[src/rtl/mem_access_stage_if.sv]
// Data-memory request/acknowledge bus between the MEM stage (master) and a single-port memory (slave).
interface mem_access_stage_if #(
    parameter int unsigned BITS = 32
) ();
    logic            req;
    logic            we;
    logic            lock;
    logic [3:0]      be;
    logic [BITS-1:0] addr;
    logic [BITS-1:0] wdata;
    logic            ack;
    logic [BITS-1:0] rdata;

    modport master (output req, we, lock, be, addr, wdata, input ack, rdata);
    modport slave  (input req, we, lock, be, addr, wdata, output ack, rdata);
endinterface

[src/rtl/mem_access_stage.sv]
// MEM-stage controller: byte-lane steering, LL/SC link register and the data-memory handshake.
// Optional bus timeout abort is enabled by defining MEM_TIMEOUT_EN.
module mem_access_stage #(
    parameter int unsigned BITS           = 32,
    parameter int unsigned ADDR_LEFT      = 4,
    parameter int unsigned TIMEOUT_CYCLES = 255
) (
    input  logic                  clk,
    input  logic                  rst_,
    input  logic                  sel_mem_s4,
    input  logic                  mem_rw_s4,
    input  logic                  load_link_s4,
    input  logic                  check_link_s4,
    input  logic                  atomic_s4,
    input  logic                  halt_s4,
    input  logic [3:0]            byte_en_s4,
    input  logic [BITS-1:0]       alu_out_s4,
    input  logic [BITS-1:0]       r2_data_s4,
    mem_access_stage_if.master    dmem,
    output logic [BITS-1:0]       mem_data_s4,
    output logic                  mem_err_s4,
    output logic                  stall_mem
);

    localparam int unsigned WA = BITS - 2;
`ifdef MEM_TIMEOUT_EN
    localparam int unsigned CNT_W = (TIMEOUT_CYCLES > 255) ? $clog2(TIMEOUT_CYCLES + 1) : 8;
`endif

    typedef enum logic [1:0] {IDLE, BUSY, DONE} state_t;

    state_t          state_q;
    logic            link_valid_q;
    logic [WA-1:0]   link_addr_q;
    logic            is_ll_q;
    logic            is_sc_q;
`ifdef MEM_TIMEOUT_EN
    logic [CNT_W-1:0] cnt_q;
`endif

    logic            sc_c;
    logic            ll_c;
    logic            link_hit_c;
    logic [3:0]      be_c;
    logic [BITS-1:0] wdata_c;
    logic [BITS-1:0] rdata_c;
    logic            unused_c;

    assign sc_c       = check_link_s4 && !mem_rw_s4;
    assign ll_c       = load_link_s4 && mem_rw_s4;
    assign link_hit_c = link_valid_q && (link_addr_q == alu_out_s4[BITS-1:2]);
    assign stall_mem  = sel_mem_s4 && !halt_s4 && (state_q != DONE);
    assign unused_c   = ^{alu_out_s4[1:0], 32'(ADDR_LEFT), 32'(TIMEOUT_CYCLES)};

    // Store steering: replicate the byte/half across lanes; unknown lane patterns become a word write.
    always_comb begin
        be_c    = 4'b1111;
        wdata_c = r2_data_s4;
        case (byte_en_s4)
            4'b0001, 4'b0010, 4'b0100, 4'b1000: begin
                be_c    = byte_en_s4;
                wdata_c = BITS'({4{r2_data_s4[7:0]}});
            end
            4'b0011, 4'b1100: begin
                be_c    = byte_en_s4;
                wdata_c = BITS'({2{r2_data_s4[15:0]}});
            end
            default: ;
        endcase
    end

    // Load extraction keyed on the registered (normalised) lane enables.
    always_comb begin
        rdata_c = dmem.rdata;
        case (dmem.be)
            4'b0001: rdata_c = BITS'(dmem.rdata[7:0]);
            4'b0010: rdata_c = BITS'(dmem.rdata[15:8]);
            4'b0100: rdata_c = BITS'(dmem.rdata[23:16]);
            4'b1000: rdata_c = BITS'(dmem.rdata[31:24]);
            4'b0011: rdata_c = BITS'(dmem.rdata[15:0]);
            4'b1100: rdata_c = BITS'(dmem.rdata[31:16]);
            default: ;
        endcase
    end

    always_ff @(posedge clk or negedge rst_) begin
        if (!rst_) begin
            state_q      <= IDLE;
            link_valid_q <= 1'b0;
            link_addr_q  <= '0;
            is_ll_q      <= 1'b0;
            is_sc_q      <= 1'b0;
            dmem.req     <= 1'b0;
            dmem.we      <= 1'b0;
            dmem.lock    <= 1'b0;
            dmem.be      <= '0;
            dmem.addr    <= '0;
            dmem.wdata   <= '0;
            mem_data_s4  <= '0;
`ifdef MEM_TIMEOUT_EN
            cnt_q        <= '0;
            mem_err_s4   <= 1'b0;
`endif
        end else begin
            case (state_q)
                IDLE: begin
                    if (sel_mem_s4 && !halt_s4) begin
                        if (sc_c && !link_hit_c) begin
                            // Failed SC never touches memory.
                            mem_data_s4  <= '0;
                            link_valid_q <= 1'b0;
                            state_q      <= DONE;
                        end else begin
                            dmem.req   <= 1'b1;
                            dmem.we    <= !mem_rw_s4;
                            dmem.lock  <= atomic_s4;
                            dmem.be    <= be_c;
                            dmem.addr  <= {alu_out_s4[BITS-1:2], 2'b00};
                            dmem.wdata <= wdata_c;
                            is_ll_q    <= ll_c;
                            is_sc_q    <= sc_c;
`ifdef MEM_TIMEOUT_EN
                            cnt_q      <= '0;
`endif
                            state_q    <= BUSY;
                        end
                    end
                end
                BUSY: begin
                    if (dmem.ack) begin
                        dmem.req  <= 1'b0;
                        dmem.lock <= 1'b0;
                        state_q   <= DONE;
                        if (!dmem.we) begin
                            mem_data_s4 <= rdata_c;
                        end else if (is_sc_q) begin
                            mem_data_s4 <= BITS'(1);
                        end
                        if (is_ll_q) begin
                            link_valid_q <= 1'b1;
                            link_addr_q  <= dmem.addr[BITS-1:2];
                        end else if (is_sc_q || (dmem.we && (dmem.addr[BITS-1:2] == link_addr_q))) begin
                            link_valid_q <= 1'b0;
                        end
                    end
`ifdef MEM_TIMEOUT_EN
                    else if (cnt_q == CNT_W'(TIMEOUT_CYCLES - 1)) begin
                        dmem.req     <= 1'b0;
                        dmem.lock    <= 1'b0;
                        mem_data_s4  <= '0;
                        mem_err_s4   <= 1'b1;
                        link_valid_q <= 1'b0;
                        state_q      <= DONE;
                    end else begin
                        cnt_q <= cnt_q + 1'b1;
                    end
`endif
                end
                DONE: begin
                    state_q <= IDLE;
`ifdef MEM_TIMEOUT_EN
                    mem_err_s4 <= 1'b0;
`endif
                end
                default: state_q <= IDLE;
            endcase
        end
    end

`ifndef MEM_TIMEOUT_EN
    assign mem_err_s4 = 1'b0;
`endif

endmodule

[src/flat_wrapper.sv]
// flat-port wrapper written by rule: the top's interface ports become plain ports
module mem_access_stage_flat 
#(
    parameter int unsigned BITS           = 32,
    parameter int unsigned ADDR_LEFT      = 4,
    parameter int unsigned TIMEOUT_CYCLES = 255
)
  (clk, rst_, sel_mem_s4, mem_rw_s4, load_link_s4, check_link_s4, atomic_s4, halt_s4, byte_en_s4, alu_out_s4, r2_data_s4, mem_data_s4, mem_err_s4, stall_mem, dmem_req, dmem_we, dmem_lock, dmem_be, dmem_addr, dmem_wdata, dmem_ack, dmem_rdata);
  mem_access_stage_if #(.BITS(BITS)) dmem_i ();
  input  logic clk;
  input  logic rst_;
  input  logic sel_mem_s4;
  input  logic mem_rw_s4;
  input  logic load_link_s4;
  input  logic check_link_s4;
  input  logic atomic_s4;
  input  logic halt_s4;
  input  logic [3:0] byte_en_s4;
  input  logic [BITS-1:0] alu_out_s4;
  input  logic [BITS-1:0] r2_data_s4;
  output logic [BITS-1:0] mem_data_s4;
  output logic mem_err_s4;
  output logic stall_mem;
  output wire logic [$bits(dmem_i.req)-1:0] dmem_req;
  output wire logic [$bits(dmem_i.we)-1:0] dmem_we;
  output wire logic [$bits(dmem_i.lock)-1:0] dmem_lock;
  output wire logic [$bits(dmem_i.be)-1:0] dmem_be;
  output wire logic [$bits(dmem_i.addr)-1:0] dmem_addr;
  output wire logic [$bits(dmem_i.wdata)-1:0] dmem_wdata;
  input wire logic [$bits(dmem_i.ack)-1:0] dmem_ack;
  input wire logic [$bits(dmem_i.rdata)-1:0] dmem_rdata;
  assign dmem_req = dmem_i.req;
  assign dmem_we = dmem_i.we;
  assign dmem_lock = dmem_i.lock;
  assign dmem_be = dmem_i.be;
  assign dmem_addr = dmem_i.addr;
  assign dmem_wdata = dmem_i.wdata;
  assign dmem_i.ack = dmem_ack;
  assign dmem_i.rdata = dmem_rdata;
  mem_access_stage #(.BITS(BITS), .ADDR_LEFT(ADDR_LEFT), .TIMEOUT_CYCLES(TIMEOUT_CYCLES)) u_core (.clk(clk), .rst_(rst_), .sel_mem_s4(sel_mem_s4), .mem_rw_s4(mem_rw_s4), .load_link_s4(load_link_s4), .check_link_s4(check_link_s4), .atomic_s4(atomic_s4), .halt_s4(halt_s4), .byte_en_s4(byte_en_s4), .alu_out_s4(alu_out_s4), .r2_data_s4(r2_data_s4), .dmem(dmem_i), .mem_data_s4(mem_data_s4), .mem_err_s4(mem_err_s4), .stall_mem(stall_mem));
endmodule
[config.mk]
export PLATFORM = sky130hd
export DESIGN_NAME = mem_access_stage_flat
export DESIGN_NICKNAME = d
export VERILOG_FILES = /design/src/rtl/mem_access_stage_if.sv /design/src/rtl/mem_access_stage.sv /design/src/flat_wrapper.sv
export SDC_FILE = /design/constraint.sdc
export NUM_CORES = 1
export LEC_CHECK = 0
export BUFFER_PORTS_ARGS = -buffer_cell sky130_fd_sc_hd__buf_2
export CAP_MARGIN = 10
export CORE_ASPECT_RATIO = 1.25
export CORE_MARGIN = 2
export CORE_UTILIZATION = 51
export CTS_CLUSTER_DIAMETER = 60
export DETAILED_ROUTE_END_ITERATION = 16
export PLACE_DENSITY = 0.8
export SLEW_MARGIN = 15
export SYNTH_ARGS = -nofsm -noshare
export SYNTH_HDL_FRONTEND = slang
export SYNTH_SLANG_ARGS = --single-unit
[constraint.sdc]
create_clock -name clk -period 2.7 [get_ports clk]
set_clock_uncertainty 0.15 [all_clocks]
set_input_delay 0.27 -clock clk [delete_from_list [all_inputs] [get_ports clk]]
set_output_delay 0.27 -clock clk [all_outputs]
set_load 0.01 [all_outputs]
==> out/results.tsv, run 1 <==
metric	value	unit
outcome	finished, final reports clean	
Skew-Pair Late Insertion Delay	0.41	ns
power share of the clock group	26.6	%
Die Y	131	microns
switching fraction of total power	33.3	%
initial drt markers	343	
Synth Instances	524	
die width	106	microns
I/O pin count	214	
Tot Pwr	8.28	mW
Hold Crit Start	r2_data_s4[26]	
Global Route Usage Sum	26.1	%
TritonCTS sink count	136	
Non-Filler Instances	985	
Reg2Reg Depth	8	
clock slew at reported path FFs	0.06	ns
hold depth	3	
mapped cell area	6570	sq um
routability-driven placement congestion ratio	0.879	
Avg WL per Cell	18.5	microns
number of I/O port buffers	208	
Util after Layout	71.8	%
combinational share of power	32.7	%
# setup viols final	0	
largest net degree at the start of global routing	64	
Final Hold Viols	0	
Slew Limit Fails	0	
hold-critical path endpoint	u_core.dmem.wdata[26]$_DFFE_PN0P_	
# DRC	0	
fin crit period	2.61	ns
unrepaired setup endpoints after global routing	no	
syn avg cell area	12.5	sq um
nets	913	
Core Box Area	12700	sq um
Final Cycle Share	96.8	%
register area share after synthesis	51.8	%
clock tree buffer depth	2	
family with the most delay on the worst path	buffers and inverters	
htree depth	4	
Fmax	383	MHz
first-pass GRT wire length	28000	microns
Slowest-stage cell, CP	dlygate4sd3_1	
CP Class	primary input to flip-flop	
initial antenna violation count	0	
# Max-Cap Violations	0	
DRT Pass-1 Iters	5	
met2 wire len	9540	microns
worst vdd ir	469	uV
grt total ovfl	0	
R2R Path Start	u_core.link_addr_q[22]$_DFFE_PN0P_	
ys async rst share	100	%
dpl cells	888	
Final TNS setup	0	ns
Initial Utilization	51.9	%
Yosys Warn Count	0	
Sw Pwr	2.76	mW
post-synthesis cell type count	42	
crit path DAT	2.75	ns
Crit Path Max Fanout	20	
min-delay worst type	primary input to flip-flop	
WP data required	2.84	ns
Post-DRT Antenna Nets	0	
Die Area	13800	sq um
DP Wirelength	12300	microns
Via density	5.52	
crit-path cells	dlygate4sd3_1 > buf_2 > xnor2_1 > nand4_1 > nor4_4 > nand2_2 > a21oi_4 > buf_4 > buf_12 > mux2_1	
LEAKAGE	4.29	nW
vias in the first global route	5614	
Worst slew margin	29.5	%
startpoint types	primary input	
max layer used	met4	
Crit. End Element	flip-flop	
worst reg2reg endpoint	u_core.dmem.addr[21]$_DFFE_PN0P_	
Num CTS Buffers	17	
area delta synth->final	38.4	%
critical path's largest stage delay	0.54	ns
flops & latches, synth	136	
Metal-1 WL	6910	microns
number of flops mapped to enable cells by yosys	0	
Post-Route WL	18300	microns
Most used DFF post-synth	dfrtp_1	
Reg power frac	40.7	%
via count	5441	
ANT cells	0	
std cell rows	46	
CTS tree	yes	
fraction of layout cells with a size suffix above 1	38.7	%
wire length on met3	1220	microns
CP bufs+invs	4	
Power Dens Cells	911	nW/um^2
Internal Power	5.52	mW
worst slew pin tran	1.05	ns
clock root buffer	clkbuf_16	
reg2reg setup slack	0.21	ns
-- worst min-delay path, cell delays in order --
cell	delay, ns
buf_2	0.08
a222oi_1	0.06
mux2i_1	0.12
-- cell families (layout without fill, tap and decap cells) --
group	after synthesis	in the layout	synth area share, %
AND/OR/NAND/NOR	78	78	6.06
flip-flops	136	136	51.8
multiplexers	120	120	20.3
buffers and inverters	42	333	3.01
other	1	3	0.0571
XOR/XNOR	62	62	8.26
AO/OA/AOI/OAI	85	85	10.5
-- worst max path at each step --
| stage | cells past startpoint | endpoint | startpoint |
|---|---|---|---|
| floorplan | 7 | u_core.mem_data_s4[13]$_DFFE_PN0P_ | u_core.link_addr_q[7]$_DFFE_PN0P_ |
| global placement | 8 | u_core.dmem.wdata[10]$_DFFE_PN0P_ | alu_out_s4[18] |
| detailed placement | 7 | u_core.dmem.addr[28]$_DFFE_PN0P_ | u_core.link_addr_q[22]$_DFFE_PN0P_ |
| CTS | 9 | u_core.dmem.addr[15]$_DFFE_PN0P_ | alu_out_s4[9] |
| global route | 8 | u_core.mem_data_s4[14]$_DFFE_PN0P_ | alu_out_s4[15] |
| finish | 10 | u_core.dmem.addr[21]$_DFFE_PN0P_ | alu_out_s4[18] |
-- layout by cell type, fill, tap and decap left out, drive strengths merged, types with 2 or more instances in the layout --
master	instances
clkinv	5
xnor2	51
a211oi	7
mux2	108
conb	3
nand4	14
nor3	4
a21o	5
clkinvlp	2
dlygate4sd3	61
o21ai	6
xor2	11
nand3	6
a21oi	9
dfrtp	136
a22oi	7
inv	18
a22o	31
a222oi	15
nor4	6
clkbuf	26
nor2	30
a31oi	2
nand2	11
mux2i	12
buf	220
-- through the flow --
stage	hold WS [ns]	worst slack [ns]	area, sq um
after detailed placement	0.139	0.110	7830
final	0.0105	0.0873	9100
after global placement	0.133	0.170	7830
after CTS	0.000396	0.0264	9000
after floorplan	-0.176	0.529	6580
after global routing	0.0156	0.00710	9100
-- synth_stat cells (6+ instances only) --
cell      number  share of area [%]
a21oi_1        7               0.53
mux2i_1       12                1.8
mux2_1        53                9.1
nor2_1        28                1.6
a211oi_1       7               0.80
nand3_1        6               0.46
buf_4          9                1.0
a22o_1        31                4.1
a22oi_1        7               0.80
xor2_1        11                1.5
mux2_2        55                9.4
clkbuf_1       7               0.40
nand2_1       11               0.63
inv_1         18                1.0
dfrtp_1      136                 52
a222oi_1      15                2.3
nand4_1       14                1.3
xnor2_1       51                6.8
-- area by class of cell --
| class | instances | area (sq um) |
|---|---|---|
| inverter | 18 | 67.6 |
| fill | 916 | 3570 |
| clock buffer | 24 | 492 |
| sequential | 136 | 3400 |
| clock inverter | 8 | 70.1 |
| timing repair buffer | 283 | 1840 |
| multi-input combinational | 348 | 3020 |
| tap | 168 | 210 |
-- power by group through the flow --
stage / clock network (mW) / logic [mW] / registers [mW]
2_1_floorplan: 0 / 1.37 / 3.52
4_1_cts: 2.23 / 2.66 / 3.35
6_report: 2.20 / 2.71 / 3.37
3_5_place_dp: 0 / 2.57 / 3.38
3_3_place_gp: 0 / 2.47 / 3.32
5_1_grt: 2.33 / 2.94 / 3.47
-- flip-flops by register name (all words and copies together) (netlist names) --
| register | flops |
|---|---|
| u_core.dmem.wdata | 32 |
| u_core.mem_data_s4 | 32 |
| u_core.dmem.addr | 30 |
| u_core.link_addr_q | 30 |
| u_core.dmem.be | 4 |
| u_core.state_q | 2 |
| u_core.dmem.lock | 1 |
| u_core.dmem.req | 1 |
| u_core.dmem.we | 1 |
| u_core.is_ll_q | 1 |
| u_core.is_sc_q | 1 |
| u_core.link_valid_q | 1 |
-- metal layers --
metal	up-vias	track usage, %
met5	-	0
met4	0	13.2
met3	48	7.04
met2	267	44.7
met1	2650	30.5
li1	2476	-
-- repair_timing --
| item | 4_1_cts | 5_1_grt |
|---|---|---|
| endpoints found under the setup margin | 0 | 72 |
| endpoints found under the hold margin | 120 | 0 |
| hold buffers | 61 | 0 |
| setup buffers | 0 | 2 |
| resized for setup | 0 | 4 |
Note: power is estimated with default switching activity, not from simulation.
==> run 2, diff against run 1 <==
- RECOVER_POWER: default -> 100
==> out/results.tsv, run 2 (synthesized netlist as in run 1, its figures left out) <==
metric	value	unit	change
DRT Pass-1 Iters	6		+1
Num CTS Buffers	17		unchanged
via count	5499		+1.1%
CTS tree	yes		
clock root buffer	clkbuf_16		
# setup viols final	0		unchanged
Reg2Reg Depth	8		unchanged
Internal Power	5.39	mW	-2.5%
clock tree buffer depth	2		unchanged
initial drt markers	348		+1.5%
crit path DAT	2.74	ns	about the same
Reg power frac	41.4	%	+0.7 points
Crit Path Max Fanout	20		unchanged
unrepaired setup endpoints after global routing	no		
largest net degree at the start of global routing	64		unchanged
# Max-Cap Violations	1		+1
outcome	complete, but fails checks		
Avg WL per Cell	18.6	microns	+0.21%
Final Hold Viols	0		unchanged
fin crit period	2.60	ns	-0.0126 ns
nets	913		unchanged
Die Y	131	microns	unchanged
commonest non-fill, non-tap cell in the layout	dfrtp_1		
std cell rows	46		unchanged
Tot Pwr	8.17	mW	-1.4%
initial antenna violation count	0		unchanged
area delta synth->final	36.1	%	
worst vdd ir	450	uV	-4.0%
# DRC	0		unchanged
fraction of layout cells with a size suffix above 1	25.9	%	-13 points
Post-Route WL	18300	microns	+0.21%
Power Dens Cells	913	nW/um^2	+0.28%
worst slew pin tran	1.60	ns	+0.545 ns
failing checks	capacitance limit, slew limit		
Core Box Area	12700	sq um	unchanged
Fmax	385	MHz	+0.48%
Final Cycle Share	96.3	%	-0.47 points
die width	106	microns	unchanged
pre-CTS worst setup slack	0.110	ns	unchanged
Util after Layout	70.6	%	-1.2 points
Global Route Usage Sum	26.1	%	unchanged
TritonCTS sink count	136		unchanged
hold depth	3		unchanged
Final TNS setup	0	ns	unchanged
combinational share of power	31.5	%	-1.2 points
vias in the first global route	5614		unchanged
Slew Limit Fails	63		+63
Skew-Pair Late Insertion Delay	0.42	ns	about the same
Sw Pwr	2.78	mW	+0.69%
number of I/O port buffers	208		unchanged
Die Area	13800	sq um	unchanged
min-delay worst type	primary input to flip-flop		
most frequent cells in the layout	136 x dfrtp_1, 106 x clkbuf_1, 105 x buf_2		
grt total ovfl	0		unchanged
final hold slack	0.00398	ns	-0.00653 ns
power share of the clock group	27.0	%	+0.4 points
first-pass GRT wire length	28000	microns	unchanged
ANT cells	0		unchanged
biggest registers after layout	u_core.dmem.wdata: 32 flops, u_core.mem_data_s4: 32 flops		
Initial Utilization	51.9	%	unchanged
WP data required	2.84	ns	about the same
htree depth	4		unchanged
switching fraction of total power	34.0	%	+0.71 points
DP Wirelength	12300	microns	unchanged
LEAKAGE	3.97	nW	-7.6%
Worst slew margin	-6.48	%	-36 points
Post-DRT Antenna Nets	0		unchanged
clock slew at reported path FFs	0.06	ns	about the same
startpoint types	primary input		
Crit. End Element	flip-flop		
I/O pin count	214		unchanged
CP Class	primary input to flip-flop		
final setup margin	0.0998	ns	+0.0126 ns
routability-driven placement congestion ratio	0.879		unchanged
Via density	5.58		+1.1%
[run 2: final cells by class]
cell class,count,area (sq um)
flip-flops and latches,136,3400
clock inverters,8,70.1
well taps,168,210
repair buffers,283,1680
inverters,18,67.6
clock buffers,24,492
multi-input cells,348,3020
fillers,987,3720
[run 2: timing repair]
action / CTS / global route
endpoints found under the hold margin: 120 / 0
resized for setup: 0 / 4
setup buffers: 0 / 2
setup endpoints to repair: 0 / 72
hold buffers: 61 / 0
[run 2: worst paths after layout]
check                                                   start                                 end  slack [ns]
hold / removal                                 r2_data_s4[26]   u_core.dmem.wdata[26]$_DFFE_PN0P_       0.004
hold reg to reg                   u_core.dmem.req$_DFFE_PN0P_         u_core.dmem.req$_DFFE_PN0P_        0.33
min in group asynchronous                                rst_    u_core.dmem.addr[19]$_DFFE_PN0P_        0.64
max in group asynchronous                                rst_  u_core.link_addr_q[26]$_DFFE_PN0P_        0.39
setup / recovery                               alu_out_s4[18]    u_core.dmem.addr[21]$_DFFE_PN0P_         0.1
setup reg to reg           u_core.link_addr_q[22]$_DFFE_PN0P_    u_core.dmem.addr[21]$_DFFE_PN0P_        0.23
[run 2: layer usage]
metal  part of all wire, %  routed length [microns]  global-route usage, %  up-vias
met1                    38                     6910                   30.5     2682
li1                      -                        -                      -     2484
met3                   6.9                     1260                   7.04       62
met4                   3.6                      658                   13.2        0
met2                    52                     9490                   44.7      271
met5                     0                        0                      0        -
[run 2: per-stage QoR]
| step | instance area [sq um] | std cells |
|---|---|---|
| floorplan | 6580 | 526 |
| global placement | 7830 | 888 |
| detailed placement | 7830 | 888 |
| CTS | 9000 | 981 |
| global route | 8940 | 985 |
| finish | 8940 | 985 |
[run 2: power groups by stage]
stage / registers [mW] / logic, mW / clock network, mW
after global placement: 3.32 / 2.47 / 0
after global routing: 3.49 / 2.80 / 2.33
final: 3.38 / 2.57 / 2.21
after detailed placement: 3.38 / 2.57 / 0
after floorplan: 3.52 / 1.37 / 0
after CTS: 3.35 / 2.66 / 2.23
[run 2: worst max-delay path, cell delays in order]
cell and delay, ns:
dlygate4sd3_1 0.54, buf_2 0.14, xnor2_1 0.16, nand4_1 0.21, nor4_4 0.39, nand2_2 0.14, a21oi_4 0.15, buf_4 0.18
buf_12 0.19, mux2_1 0.37
==> run 3, diff against run 2 <==
- ABC_AREA: default -> 1
- CORE_ASPECT_RATIO: 1.25 -> 2
- CORE_UTILIZATION: 51 -> 52
- PLACE_DENSITY: 0.8 -> 0.81
==> out/results.tsv, run 3 <==
metric	value	unit	change
Most used DFF post-synth	dfrtp_1		
Crit. End Element	flip-flop		
die width	86.4	microns	-18%
Crit Path Max Fanout	13		-35%
number of buffers added for setup after CTS	0		unchanged
Die Y	169	microns	+29%
WP data required	2.85	ns	about the same
# Max-Cap Violations	0		-1
largest family of logic cells by synthesized area	simple AND/OR/NAND/NOR gates		
Slew Limit Fails	0		-100%
Final Cycle Share	88.3	%	-8.0 points
TritonCTS sink count	136		unchanged
flops & latches, synth	136		unchanged
Post-DRT Antenna Nets	0		unchanged
initial drt markers	345		-0.86%
final setup margin	0.316	ns	+0.216 ns
I/O pin count	214		unchanged
# DRC	0		unchanged
pre-CTS worst setup slack	0.546	ns	+0.436 ns
Post-Route WL	20300	microns	+11%
Skew-Pair Late Insertion Delay	0.42	ns	about the same
critical path's largest stage delay	0.49	ns	-0.05 ns
number of flops mapped to enable cells by yosys	0		unchanged
unrepaired setup endpoints after global routing	no		
Power Dens Cells	893	nW/um^2	-2.3%
Die Area	14600	sq um	+5.5%
commonest non-fill, non-tap cell in the layout	nand2_1		
DRT Pass-1 Iters	5		-1
ys async rst share	100	%	unchanged
outcome	finished, final reports clean		
first-pass GRT wire length	32500	microns	+16%
startpoint types	flip-flop		
clock slew at reported path FFs	0.06	ns	about the same
xor and xnor area share after synthesis	2.11	%	-6.2 points
largest net degree at the start of global routing	57		-11%
Synth Instances	960		+83%
Synth Area in Compound Gates	11.8	%	+1.4 points
via count	7061		+28%
Post-Synth Simple-Gate Area	27.7	%	+22 points
most used cell, CP	nand2_1		
mapped cell area	7060	sq um	+7.4%
crit path DAT	2.54	ns	-0.20 ns
grt total ovfl	0		unchanged
Core Box Area	13400	sq um	+5.5%
vias in the first global route	6980		+24%
Final TNS setup	0	ns	unchanged
area delta synth->final	26.7	%	
# setup viols final	0		unchanged
Synth top area share	48.2	%	-3.6 points
routability-driven placement congestion ratio	0.973		+11%
biggest registers after layout	u_core.dmem.wdata: 32 flops, u_core.mem_data_s4: 32 flops		
family with the most delay on the worst path	simple AND/OR/NAND/NOR gates		
LEAKAGE	4.67	nW	+18%
Fmax	419	MHz	+9.1%
syn avg cell area	7.35	sq um	-41%
number of I/O port buffers	208		unchanged
clock root buffer	clkbuf_16		
htree depth	4		unchanged
Slowest-stage cell, CP	nor3_1		
Num CTS Buffers	17		unchanged
post-synthesis cell type count	27		-36%
most frequent cells in the layout	336 x nand2_1, 136 x dfrtp_1, 110 x inv_1		
fraction of layout cells with a size suffix above 1	13.6	%	-12 points
biggest area consumer among synthesized cells	dfrtp_1		
Worst slew margin	11.7	%	+18 points
Via density	5.19		-7.0%
Yosys Warn Count	0		unchanged
CP Class	flip-flop to flip-flop		
initial antenna violation count	0		unchanged
most common cell in the netlist	nand2_1		
Initial Utilization	52.8	%	+0.90 points
Util after Layout	66.9	%	-3.7 points
Global Route Usage Sum	28.5	%	+2.3 points
clock tree buffer depth	2		unchanged
worst slew pin tran	1.33	ns	-0.272 ns
post-synthesis mux area share	0	%	-20 points
Final Hold Viols	0		unchanged
leading cell types by count after synthesis	333 x nand2_1, 136 x dfrtp_1, 110 x inv_1		
std cell rows	60		+30%
worst vdd ir	534	uV	+19%
post-synthesis adder-cell area fraction	0	%	unchanged
min-delay worst type	primary input to flip-flop		
ANT cells	0		unchanged
DP Wirelength	14800	microns	+20%
fin crit period	2.38	ns	-0.216 ns
CTS tree	yes		
crit-path cells	nor3_1 > a21oi_1 > clkinv_1 > clkbuf_1 > o21ai_0 > nand2_1 > nand2_1		
CP bufs+invs	2		-2
top post-synthesis cells by area	dfrtp_1 48%, nand2_1 18%, inv_1 5.9%		
nets	1301		+42%
Avg WL per Cell	14.9	microns	-20%
register area share after synthesis	48.2	%	-3.6 points
-- run 3: changes by cell type after synthesis, sizes merged, moves of 27 or more --
cell,previous run,this run
o21ai,6,110
nand2,11,338
xnor2,51,17
mux2,108,0
a21oi,9,49
inv,18,118
a22o,31,0
nand4,14,41
nor2,30,82
-- run 3: path summary, 6_finish.rpt --
kind | start | to | slack (ns) | cells after the start
min in group asynchronous | rst_ | u_core.dmem.wdata[3]$_DFFE_PN0P_ | 0.54 | 2
setup / recovery | u_core.state_q[0]$_DFFE_PN0P_ | u_core.dmem.lock$_DFFE_PN0P_ | 0.32 | 7
setup reg to reg | u_core.state_q[0]$_DFFE_PN0P_ | u_core.dmem.lock$_DFFE_PN0P_ | 0.32 | 7
max in group asynchronous | rst_ | u_core.state_q[1]$_DFFE_PN0P_ | 0.73 | 3
hold / removal | alu_out_s4[15] | u_core.dmem.addr[15]$_DFFE_PN0P_ | 0.006 | 3
hold reg to reg | u_core.mem_data_s4[17]$_DFFE_PN0P_ | u_core.mem_data_s4[17]$_DFFE_PN0P_ | 0.32 | 2
-- run 3: area by class of cell --
| type | count | area [sq um] |
|---|---|---|
| Clock buffer | 18 | 439 |
| Sequential cell | 136 | 3400 |
| Tap cell | 155 | 194 |
| Timing Repair Buffer | 252 | 1340 |
| Multi-Input combinational cell | 664 | 2940 |
| Inverter | 121 | 454 |
| Clock inverter | 14 | 164 |
| Fill cell | 1215 | 4420 |
-- run 3: through the flow --
step                      hold slack (ns)  area [sq um]  instances  total power, mW
after floorplan                    -0.176          7060        962             4.72
after global placement             0.0995          8220       1299             5.63
after detailed placement           0.0994          8220       1299             5.71
after CTS                        0.000134          9110       1360             8.13
after global routing              0.00786          8940       1360             8.54
final                             0.00588          8940       1360             7.98
-- run 3: worst min-delay path: stages --
cell and delay [ns]:
buf_2 0.11, inv_1 0.06, o21ai_0 0.08
-- run 3: metal layers --
layer | share of wire (%) | up-vias | GRT usage (%) | routed length [microns]
met2 | 55 | 255 | 52.3 | 11100
met5 | 0 | - | 0 | 0
li1 | - | 3490 | - | -
met1 | 36 | 3261 | 30.1 | 7340
met4 | 4.5 | 0 | 15.4 | 909
met3 | 4.8 | 55 | 4.53 | 964
-- run 3: logic make-up (layout without fill, tap and decap cells) --
family	count (synthesis)	in the layout
AND/OR/NAND/NOR	479	479
flip-flops	136	136
AO/OA/AOI/OAI	165	165
XOR/XNOR	17	17
buffers and inverters	162	405
other	1	3
-- run 3: what timing repair did --
item                                   CTS  global route
hold buffers                            29             0
gates resized for setup                  0             0
endpoints found under the hold margin   76             0
-- run 3: report_power, final --
group	switching [mW]	leakage, nW	internal (mW)
combinational	1.52	2.63	0.923
sequential	0.548	1.74	2.63
clock	0.955	0.298	1.41
